`src/rtl/core_lsu_if.sv`:
```
// -----------------------------------------------------------------------------
// core_lsu_if -- word-oriented memory bus between the load/store unit and the
// data memory.
//
//   mem_req    LSU -> mem  request, held high until mem_ack
//   mem_we     LSU -> mem  1 = write, 0 = read
//   mem_addr   LSU -> mem  word-aligned address
//   mem_be     LSU -> mem  byte enables, bit n selects byte lane n
//   mem_wdata  LSU -> mem  lane-replicated store data
//   mem_ack    mem -> LSU  completion; mem_rdata is valid in the same cycle
//   mem_rdata  mem -> LSU  read word
//
// The master modport is the LSU side; the slave modport is the memory side.
// -----------------------------------------------------------------------------
interface core_lsu_if;
  logic        mem_req;
  logic        mem_we;
  logic [31:0] mem_addr;
  logic [3:0]  mem_be;
  logic [31:0] mem_wdata;
  logic        mem_ack;
  logic [31:0] mem_rdata;

  modport master (
    output mem_req, mem_we, mem_addr, mem_be, mem_wdata,
    input  mem_ack, mem_rdata
  );

  modport slave (
    input  mem_req, mem_we, mem_addr, mem_be, mem_wdata,
    output mem_ack, mem_rdata
  );
endinterface

```
`src/rtl/core_lsu.sv`:
```
// -----------------------------------------------------------------------------
// core_lsu -- single-access load/store unit.
//
// A one-cycle start pulse captures the effective address, store data and the
// decoder's op flags. Aligned accesses are issued as one word-wide request on
// the memory bus; misaligned accesses (and a start with no op flag) skip the bus
// and finish immediately. Loads pick their byte/halfword lane out of the read
// word, extend it and hold it on load_data until the next completed load.
//
// Ports
//   clk, rst          clock; synchronous active-high reset
//   start             one-cycle request pulse (ignored while busy)
//   i_lb .. i_lhu     load op flags
//   i_sb, i_sh, i_sw  store op flags
//   addr              effective address (rs1 + imm)
//   wdata             store data (rs2)
//   bus               memory bus, master side
//   busy              high from the cycle after start until done inclusive
//   done              one-cycle completion pulse
//   load_data         extended load result
//   misalign          one-cycle pulse with done for a misaligned access
//
// Timing: start in cycle 0 -> mem_req in cycle 1 -> done one cycle after the
// mem_ack cycle. A misaligned access gives done/misalign in cycle 1.
// -----------------------------------------------------------------------------
module core_lsu (
  input  logic              clk,
  input  logic              rst,
  input  logic              start,
  input  logic              i_lb,
  input  logic              i_lh,
  input  logic              i_lw,
  input  logic              i_lbu,
  input  logic              i_lhu,
  input  logic              i_sb,
  input  logic              i_sh,
  input  logic              i_sw,
  input  logic [31:0]       addr,
  input  logic [31:0]       wdata,
  core_lsu_if.master        bus,
  output logic              busy,
  output logic              done,
  output logic [31:0]       load_data,
  output logic              misalign
);

  typedef enum logic [1:0] {
    ST_IDLE = 2'd0,
    ST_REQ  = 2'd1,
    ST_FIN  = 2'd2
  } state_e;

  typedef enum logic [3:0] {
    OP_NONE = 4'd0,
    OP_LB   = 4'd1,
    OP_LH   = 4'd2,
    OP_LW   = 4'd3,
    OP_LBU  = 4'd4,
    OP_LHU  = 4'd5,
    OP_SB   = 4'd6,
    OP_SH   = 4'd7,
    OP_SW   = 4'd8
  } op_e;

  // ---------------------------------------------------------------------------
  // State
  // ---------------------------------------------------------------------------
  state_e      state_q,     state_d;
  op_e         op_q,        op_d;        // op of the access in flight
  logic [1:0]  lane_q,      lane_d;      // addr[1:0] of the access in flight
  logic        mem_req_q,   mem_req_d;
  logic        mem_we_q,    mem_we_d;
  logic [31:0] mem_addr_q,  mem_addr_d;
  logic [3:0]  mem_be_q,    mem_be_d;
  logic [31:0] mem_wdata_q, mem_wdata_d;
  logic        busy_q,      busy_d;
  logic        done_q,      done_d;
  logic        misalign_q,  misalign_d;
  logic [31:0] load_data_q, load_data_d;

  // ---------------------------------------------------------------------------
  // Request decode (combinational view of the inputs at the start edge)
  // ---------------------------------------------------------------------------
  op_e         op_sel;
  logic        sel_misalign;
  logic        sel_store;
  logic [3:0]  sel_be;
  logic [31:0] sel_wdata;

  // The decoder is meant to be one-hot; if it is not, the fixed priority
  // below picks a single op so the unit never mixes two access types.
  always_comb begin
    if      (i_lw)  op_sel = OP_LW;
    else if (i_lh)  op_sel = OP_LH;
    else if (i_lhu) op_sel = OP_LHU;
    else if (i_lb)  op_sel = OP_LB;
    else if (i_lbu) op_sel = OP_LBU;
    else if (i_sw)  op_sel = OP_SW;
    else if (i_sh)  op_sel = OP_SH;
    else if (i_sb)  op_sel = OP_SB;
    else            op_sel = OP_NONE;
  end

  always_comb begin
    // NOTE: every output of a combinational block gets a default before the
    // case statement; a path that leaves one unassigned would infer a latch.
    sel_misalign = 1'b0;
    sel_store    = 1'b0;
    sel_be       = 4'b0000;
    sel_wdata    = wdata;
    case (op_sel)
      OP_LB, OP_LBU: begin
        sel_be = 4'b0001 << addr[1:0];
      end
      OP_SB: begin
        sel_store = 1'b1;
        sel_be    = 4'b0001 << addr[1:0];
        sel_wdata = {4{wdata[7:0]}};
      end
      OP_LH, OP_LHU: begin
        sel_misalign = addr[0];
        sel_be       = 4'b0011 << {addr[1], 1'b0};
      end
      OP_SH: begin
        sel_misalign = addr[0];
        sel_store    = 1'b1;
        sel_be       = 4'b0011 << {addr[1], 1'b0};
        sel_wdata    = {2{wdata[15:0]}};
      end
      OP_LW: begin
        sel_misalign = |addr[1:0];
        sel_be       = 4'b1111;
      end
      OP_SW: begin
        sel_misalign = |addr[1:0];
        sel_store    = 1'b1;
        sel_be       = 4'b1111;
      end
      default: ;
    endcase
  end

  // ---------------------------------------------------------------------------
  // Load lane extraction from the read word, using the captured op and lane
  // ---------------------------------------------------------------------------
  logic [31:0] rd_shift;
  logic [7:0]  rd_byte;
  logic [15:0] rd_half;
  logic        ld_is_load;
  logic [31:0] ld_ext;

  assign rd_shift = bus.mem_rdata >> {lane_q, 3'b000};
  assign rd_byte  = rd_shift[7:0];
  assign rd_half  = lane_q[1] ? bus.mem_rdata[31:16] : bus.mem_rdata[15:0];

  always_comb begin
    ld_is_load = 1'b1;
    ld_ext     = bus.mem_rdata;
    case (op_q)
      OP_LB:   ld_ext = {{24{rd_byte[7]}}, rd_byte};
      OP_LBU:  ld_ext = {24'h0, rd_byte};
      OP_LH:   ld_ext = {{16{rd_half[15]}}, rd_half};
      OP_LHU:  ld_ext = {16'h0, rd_half};
      OP_LW:   ld_ext = bus.mem_rdata;
      default: ld_is_load = 1'b0;
    endcase
  end

  // ---------------------------------------------------------------------------
  // Next-state and registered-output logic
  // ---------------------------------------------------------------------------
  always_comb begin
    state_d     = state_q;
    op_d        = op_q;
    lane_d      = lane_q;
    mem_req_d   = mem_req_q;
    mem_we_d    = mem_we_q;
    mem_addr_d  = mem_addr_q;
    mem_be_d    = mem_be_q;
    mem_wdata_d = mem_wdata_q;
    busy_d      = busy_q;
    load_data_d = load_data_q;
    done_d      = 1'b0;
    misalign_d  = 1'b0;

    case (state_q)
      ST_IDLE: begin
        if (start) begin
          op_d   = op_sel;
          lane_d = addr[1:0];
          busy_d = 1'b1;
          if (op_sel == OP_NONE || sel_misalign) begin
            // No bus access: finish next cycle, load_data untouched.
            state_d    = ST_FIN;
            done_d     = 1'b1;
            misalign_d = sel_misalign;
          end else begin
            state_d     = ST_REQ;
            mem_req_d   = 1'b1;
            mem_we_d    = sel_store;
            mem_addr_d  = {addr[31:2], 2'b00};
            mem_be_d    = sel_be;
            mem_wdata_d = sel_wdata;
          end
        end
      end

      ST_REQ: begin
        // Bus fields are only reloaded from IDLE, so they hold steady here
        // until the acknowledge.
        if (bus.mem_ack) begin
          state_d   = ST_FIN;
          done_d    = 1'b1;
          mem_req_d = 1'b0;
          mem_we_d  = 1'b0;
          mem_be_d  = 4'b0000;
          if (ld_is_load) begin
            load_data_d = ld_ext;
          end
        end
      end

      ST_FIN: begin
        state_d = ST_IDLE;
        busy_d  = 1'b0;
      end

      default: begin
        state_d   = ST_IDLE;
        mem_req_d = 1'b0;
        busy_d    = 1'b0;
      end
    endcase
  end

  // NOTE: sequential state uses non-blocking assignments only, so every flop
  // samples its _d value from before the edge regardless of statement order.
  always_ff @(posedge clk) begin
    if (rst) begin
      state_q     <= ST_IDLE;
      op_q        <= OP_NONE;
      lane_q      <= 2'b00;
      mem_req_q   <= 1'b0;
      mem_we_q    <= 1'b0;
      mem_addr_q  <= 32'h0;
      mem_be_q    <= 4'b0000;
      mem_wdata_q <= 32'h0;
      busy_q      <= 1'b0;
      done_q      <= 1'b0;
      misalign_q  <= 1'b0;
      load_data_q <= 32'h0;
    end else begin
      state_q     <= state_d;
      op_q        <= op_d;
      lane_q      <= lane_d;
      mem_req_q   <= mem_req_d;
      mem_we_q    <= mem_we_d;
      mem_addr_q  <= mem_addr_d;
      mem_be_q    <= mem_be_d;
      mem_wdata_q <= mem_wdata_d;
      busy_q      <= busy_d;
      done_q      <= done_d;
      misalign_q  <= misalign_d;
      load_data_q <= load_data_d;
    end
  end

  // ---------------------------------------------------------------------------
  // Outputs
  // ---------------------------------------------------------------------------
  assign bus.mem_req   = mem_req_q;
  assign bus.mem_we    = mem_we_q;
  assign bus.mem_addr  = mem_addr_q;
  assign bus.mem_be    = mem_be_q;
  assign bus.mem_wdata = mem_wdata_q;
  assign busy          = busy_q;
  assign done          = done_q;
  assign misalign      = misalign_q;
  assign load_data     = load_data_q;

endmodule

```
`src/flat_wrapper.sv`:
```
// flat-port wrapper written by rule: the top's interface ports become plain ports
module core_lsu_flat 
  (clk, rst, start, i_lb, i_lh, i_lw, i_lbu, i_lhu, i_sb, i_sh, i_sw, addr, wdata, busy, done, load_data, misalign, bus_mem_req, bus_mem_we, bus_mem_addr, bus_mem_be, bus_mem_wdata, bus_mem_ack, bus_mem_rdata);
  core_lsu_if bus_i ();
  input  logic clk;
  input  logic rst;
  input  logic start;
  input  logic i_lb;
  input  logic i_lh;
  input  logic i_lw;
  input  logic i_lbu;
  input  logic i_lhu;
  input  logic i_sb;
  input  logic i_sh;
  input  logic i_sw;
  input  logic [31:0] addr;
  input  logic [31:0] wdata;
  output logic busy;
  output logic done;
  output logic [31:0] load_data;
  output logic misalign;
  output wire logic [$bits(bus_i.mem_req)-1:0] bus_mem_req;
  output wire logic [$bits(bus_i.mem_we)-1:0] bus_mem_we;
  output wire logic [$bits(bus_i.mem_addr)-1:0] bus_mem_addr;
  output wire logic [$bits(bus_i.mem_be)-1:0] bus_mem_be;
  output wire logic [$bits(bus_i.mem_wdata)-1:0] bus_mem_wdata;
  input wire logic [$bits(bus_i.mem_ack)-1:0] bus_mem_ack;
  input wire logic [$bits(bus_i.mem_rdata)-1:0] bus_mem_rdata;
  assign bus_mem_req = bus_i.mem_req;
  assign bus_mem_we = bus_i.mem_we;
  assign bus_mem_addr = bus_i.mem_addr;
  assign bus_mem_be = bus_i.mem_be;
  assign bus_mem_wdata = bus_i.mem_wdata;
  assign bus_i.mem_ack = bus_mem_ack;
  assign bus_i.mem_rdata = bus_mem_rdata;
  core_lsu u_core (.clk(clk), .rst(rst), .start(start), .i_lb(i_lb), .i_lh(i_lh), .i_lw(i_lw), .i_lbu(i_lbu), .i_lhu(i_lhu), .i_sb(i_sb), .i_sh(i_sh), .i_sw(i_sw), .addr(addr), .wdata(wdata), .bus(bus_i), .busy(busy), .done(done), .load_data(load_data), .misalign(misalign));
endmodule
```
`config.mk`:
```
export PLATFORM = sky130hd
export DESIGN_NAME = core_lsu_flat
export DESIGN_NICKNAME = d
export VERILOG_FILES = /design/src/rtl/core_lsu_if.sv /design/src/rtl/core_lsu.sv /design/src/flat_wrapper.sv
export SDC_FILE = /design/constraint.sdc
export NUM_CORES = 1
export LEC_CHECK = 0
export ABC_AREA = 1
export BUFFER_PORTS_ARGS = -buffer_cell sky130_fd_sc_hd__buf_2
export CAP_MARGIN = 5
export CORE_MARGIN = 4
export CORE_UTILIZATION = 40
export CTS_CLUSTER_SIZE = 14
export DETAILED_ROUTE_END_ITERATION = 8
export PLACE_DENSITY = 0.64
export RECOVER_POWER = 25
export SLEW_MARGIN = 15
export SYNTH_ARGS = -nofsm -noshare
export SYNTH_HDL_FRONTEND = slang
export SYNTH_SLANG_ARGS = --single-unit
```
`constraint.sdc`:
```
create_clock -name clk -period 2 [get_ports clk]
set_clock_uncertainty 0.1 [all_clocks]
set_input_delay 0.1 -clock clk [delete_from_list [all_inputs] [get_ports clk]]
set_output_delay 0.1 -clock clk [all_outputs]
set_load 0.1 [all_outputs]
```
==> results.yml <==
grt:
  grt_max_degree: 63
  grt_pass1_wl_um: 26050
  antenna_found_initial: 1
  grtUsageTotal_pct: 21.71
  overflow: 0
  grt_pass1_vias: 5303
timing:
  setup_tns_ns: 0
  slew_violations: 0
  worst_pin_slew_ns: 1.213
  rsz0062_at_grt: "false"
  finalSetupViolations: 0
  final_hold_viol_count: 0
  hold_slack_ns: 0.009471
  timing.fmax_ghz: 0.5490
  timing.final.crit_period_ns: 1.822
  maxSlewHeadroom_pct: 19.49
  fin_crit_sh_pct: 91.08
power:
  p_leak_nw: 3.730
  powerDensity_nw_per_um2: 872.2
  irDropWorstVdd_v: 0.0006863
synth:
  synth.largest_area_cell: "dfxtp_1"
  ys_seq_elements: 111
  yosys_warnings: 0
  synthArstFlopShare_pct: 0
  synth.avg_cell_area_um2: 7.083
  ys.flop_type: "dfxtp_1"
  yosys-top-cells-area: "dfxtp_1 (42%), o21ai_0 (11%), nand2_1 (9.9%)"
  ys_seq_area_share_pct: 42.06
  yosysMostFrequentCell: "nand2_1"
  ys_top_cells_by_count: "nand2_1 (140), nor2_1 (136), dfxtp_1 (111), o21ai_0 (111), inv_1 (50)"
  synth_cell_types: 33
  syn_area_um2: 5284
  syn_inst: 746
  yosysTopAreaCellShare_pct: 42.06
  synth_enable_flop_cells: 0
setup_path:
  rrSetupSlack_ns: 0.18
  cp.arrival_ns: 2.01
  crit_required_ns: 2.19
  cp-start-kind: "register"
  r2r_end: "u_core.state_q[0]$_SDFFE_PP0P_"
  reg2reg_depth: 6
  crit_end: "u_core.state_q[0]$_SDFFE_PP0P_"
  crit_type: "register to register"
  r2r_start: "u_core.state_q[1]$_SDFFE_PP0P_"
  worst_setup_path_end_kind: "register"
  critPathLaunch: "u_core.state_q[1]$_SDFFE_PP0P_"
  crit_fanout: 16
die:
  rows: 41
  core-area_um2: 12770
  start_util_pct: 41.37
  die_x_um: 122.9
  fp.dieH_um: 122.9
  ios: 213
  fp.dieArea_um2: 15110
hold_path:
  worstHoldStart: "rst"
  hp-class: "input pin to register"
place:
  port_buffers: 210
  hpwl_um: 11690
  gp_congestion: 0.8686
routing:
  wl_um: 16880
  wire_per_inst_um: 14.04
  first_iter_violations: 451
  drc: 0
  dr.pass1.iters: 6
  final_antenna_net_count: 0
  viasPerCell: 4.856
  vias: 5837
cells_and_area:
  nNetsFinal: 1132
  drive_above_1_share_pct: 27.89
  fin_util_pct: 59.26
  syn_to_final_growth_pct: 43.26
cts:
  cts-root-buf: "clkbuf_16"
  clock_latency_ns: 0.35
  clockBufferDepth: 2
  clock_sinks: 111
  cts_resized: 0
  cts_tree: "done"
  path_clk_slew_ns: 0.07
  cts_max_level: 3
  numCtsBuffers: 9
status:
  status: "complete, no violations"
flow_run:
  cap_viol_max_count: 0
## worst min-delay path by stage
stage / endpoint / cells after the start
2_1_floorplan: u_core.bus.mem_addr[22]$_SDFFE_PP0P_ / 2
3_5_place_dp: u_core.bus.mem_addr[21]$_SDFFE_PP0P_ / 3
6_report: u_core.load_data[4]$_SDFFE_PP0P_ / 2
4_1_cts: u_core.bus.mem_wdata[30]$_SDFFE_PP0P_ / 5
5_1_grt: u_core.bus.mem_wdata[30]$_SDFFE_PP0P_ / 5
3_3_place_gp: u_core.bus.mem_addr[21]$_SDFFE_PP0P_ / 3
## kinds of logic (layout without fill, tap and decap cells)
family                 count (synthesis)  count (layout)  share of synthesized area (%)
AOI/OAI and AO/OA                    194             194                          20.91
buffers and inverters                 97             379                          9.211
other                                  1               3                        0.07097
DFF                                  111             111                          42.06
and+or+nand+nor                      343             343                          27.75
## routing by layer
metal  up-vias  global-route usage [%]  part of all wire, %
met4         0                   7.558                  2.3
met3        30                   6.816                  8.3
met2       227                   34.44                   46
li1       2988                       -                    -
met5         -                       0                    0
met1      2592                   27.95                   44
## what timing repair did
item | 4_1_cts | 5_1_grt
setup buffers | 0 | 1
endpoints found under the setup margin | 0 | 9
hold endpoints to repair | 75 | 0
hold buffers | 76 | 0
## report_power, final
part	total, mW	leakage [nW]	switching (mW)	internal [mW]
Clock	1.73	0.127	0.811	0.914
Combinational	2.40	2.69	1.84	0.560
Sequential	2.47	0.909	0.0918	2.38
Total	6.60	3.73	2.75	3.86
## worst max-delay path, stage by stage (launching register included)
cell and delay [ns]:
dfxtp_1 0.36, nor2_1 0.15, nand2_1 0.19, nor2_8 0.19
inv_6 0.10, a21oi_2 0.13, dlygate4sd3_1 0.56
## registers in the layout, indices dropped and copies added (netlist names), 2 cells and up
| signal | flops |
|---|---|
| u_core.bus.mem_wdata | 32 |
| u_core.load_data | 32 |
| u_core.bus.mem_addr | 30 |
| u_core.bus.mem_be | 4 |
| u_core.op_q | 4 |
| u_core.lane_q | 2 |
| u_core.state_q | 2 |
## cell usage in the layout, fill, tap and decap left out, types with 22 or more instances in the layout
master / count
nand2_1: 140
dfxtp_1: 111
inv_1: 49
o21ai_0: 111
dlygate4sd3_1: 76
nand3_1: 26
buf_2: 159
nor2_2: 22
a21oi_1: 37
clkbuf_2: 42
nor2_1: 136
## final cells by class
cell class | instances | area (um^2)
antenna | 1 | 2.502
tap | 172 | 215.2
fill | 1171 | 5204
clock inverter | 4 | 30.03
clock buffer | 12 | 256.5
timing repair buffer | 309 | 2057
multi-input combinational | 539 | 2579
sequential | 111 | 2222
inverter | 54 | 207.7
## through the flow
| step | worst slack [ns] | power (mW) | std cells | instance area (um^2) |
|---|---|---|---|---|
| final | 0.1785 | 6.602 | 1202 | 7570 |
| after global routing | 0.02527 | 6.916 | 1202 | 7570 |
| after CTS | 0.1279 | 6.657 | 1200 | 7562 |
| after detailed placement | 0.1331 | 4.800 | 1108 | 6515 |
| after global placement | 0.1780 | 4.799 | 1108 | 6515 |
| after floorplan | 0.2844 | 4.331 | 747 | 5288 |
Note: power is estimated with default switching activity, not from simulation.
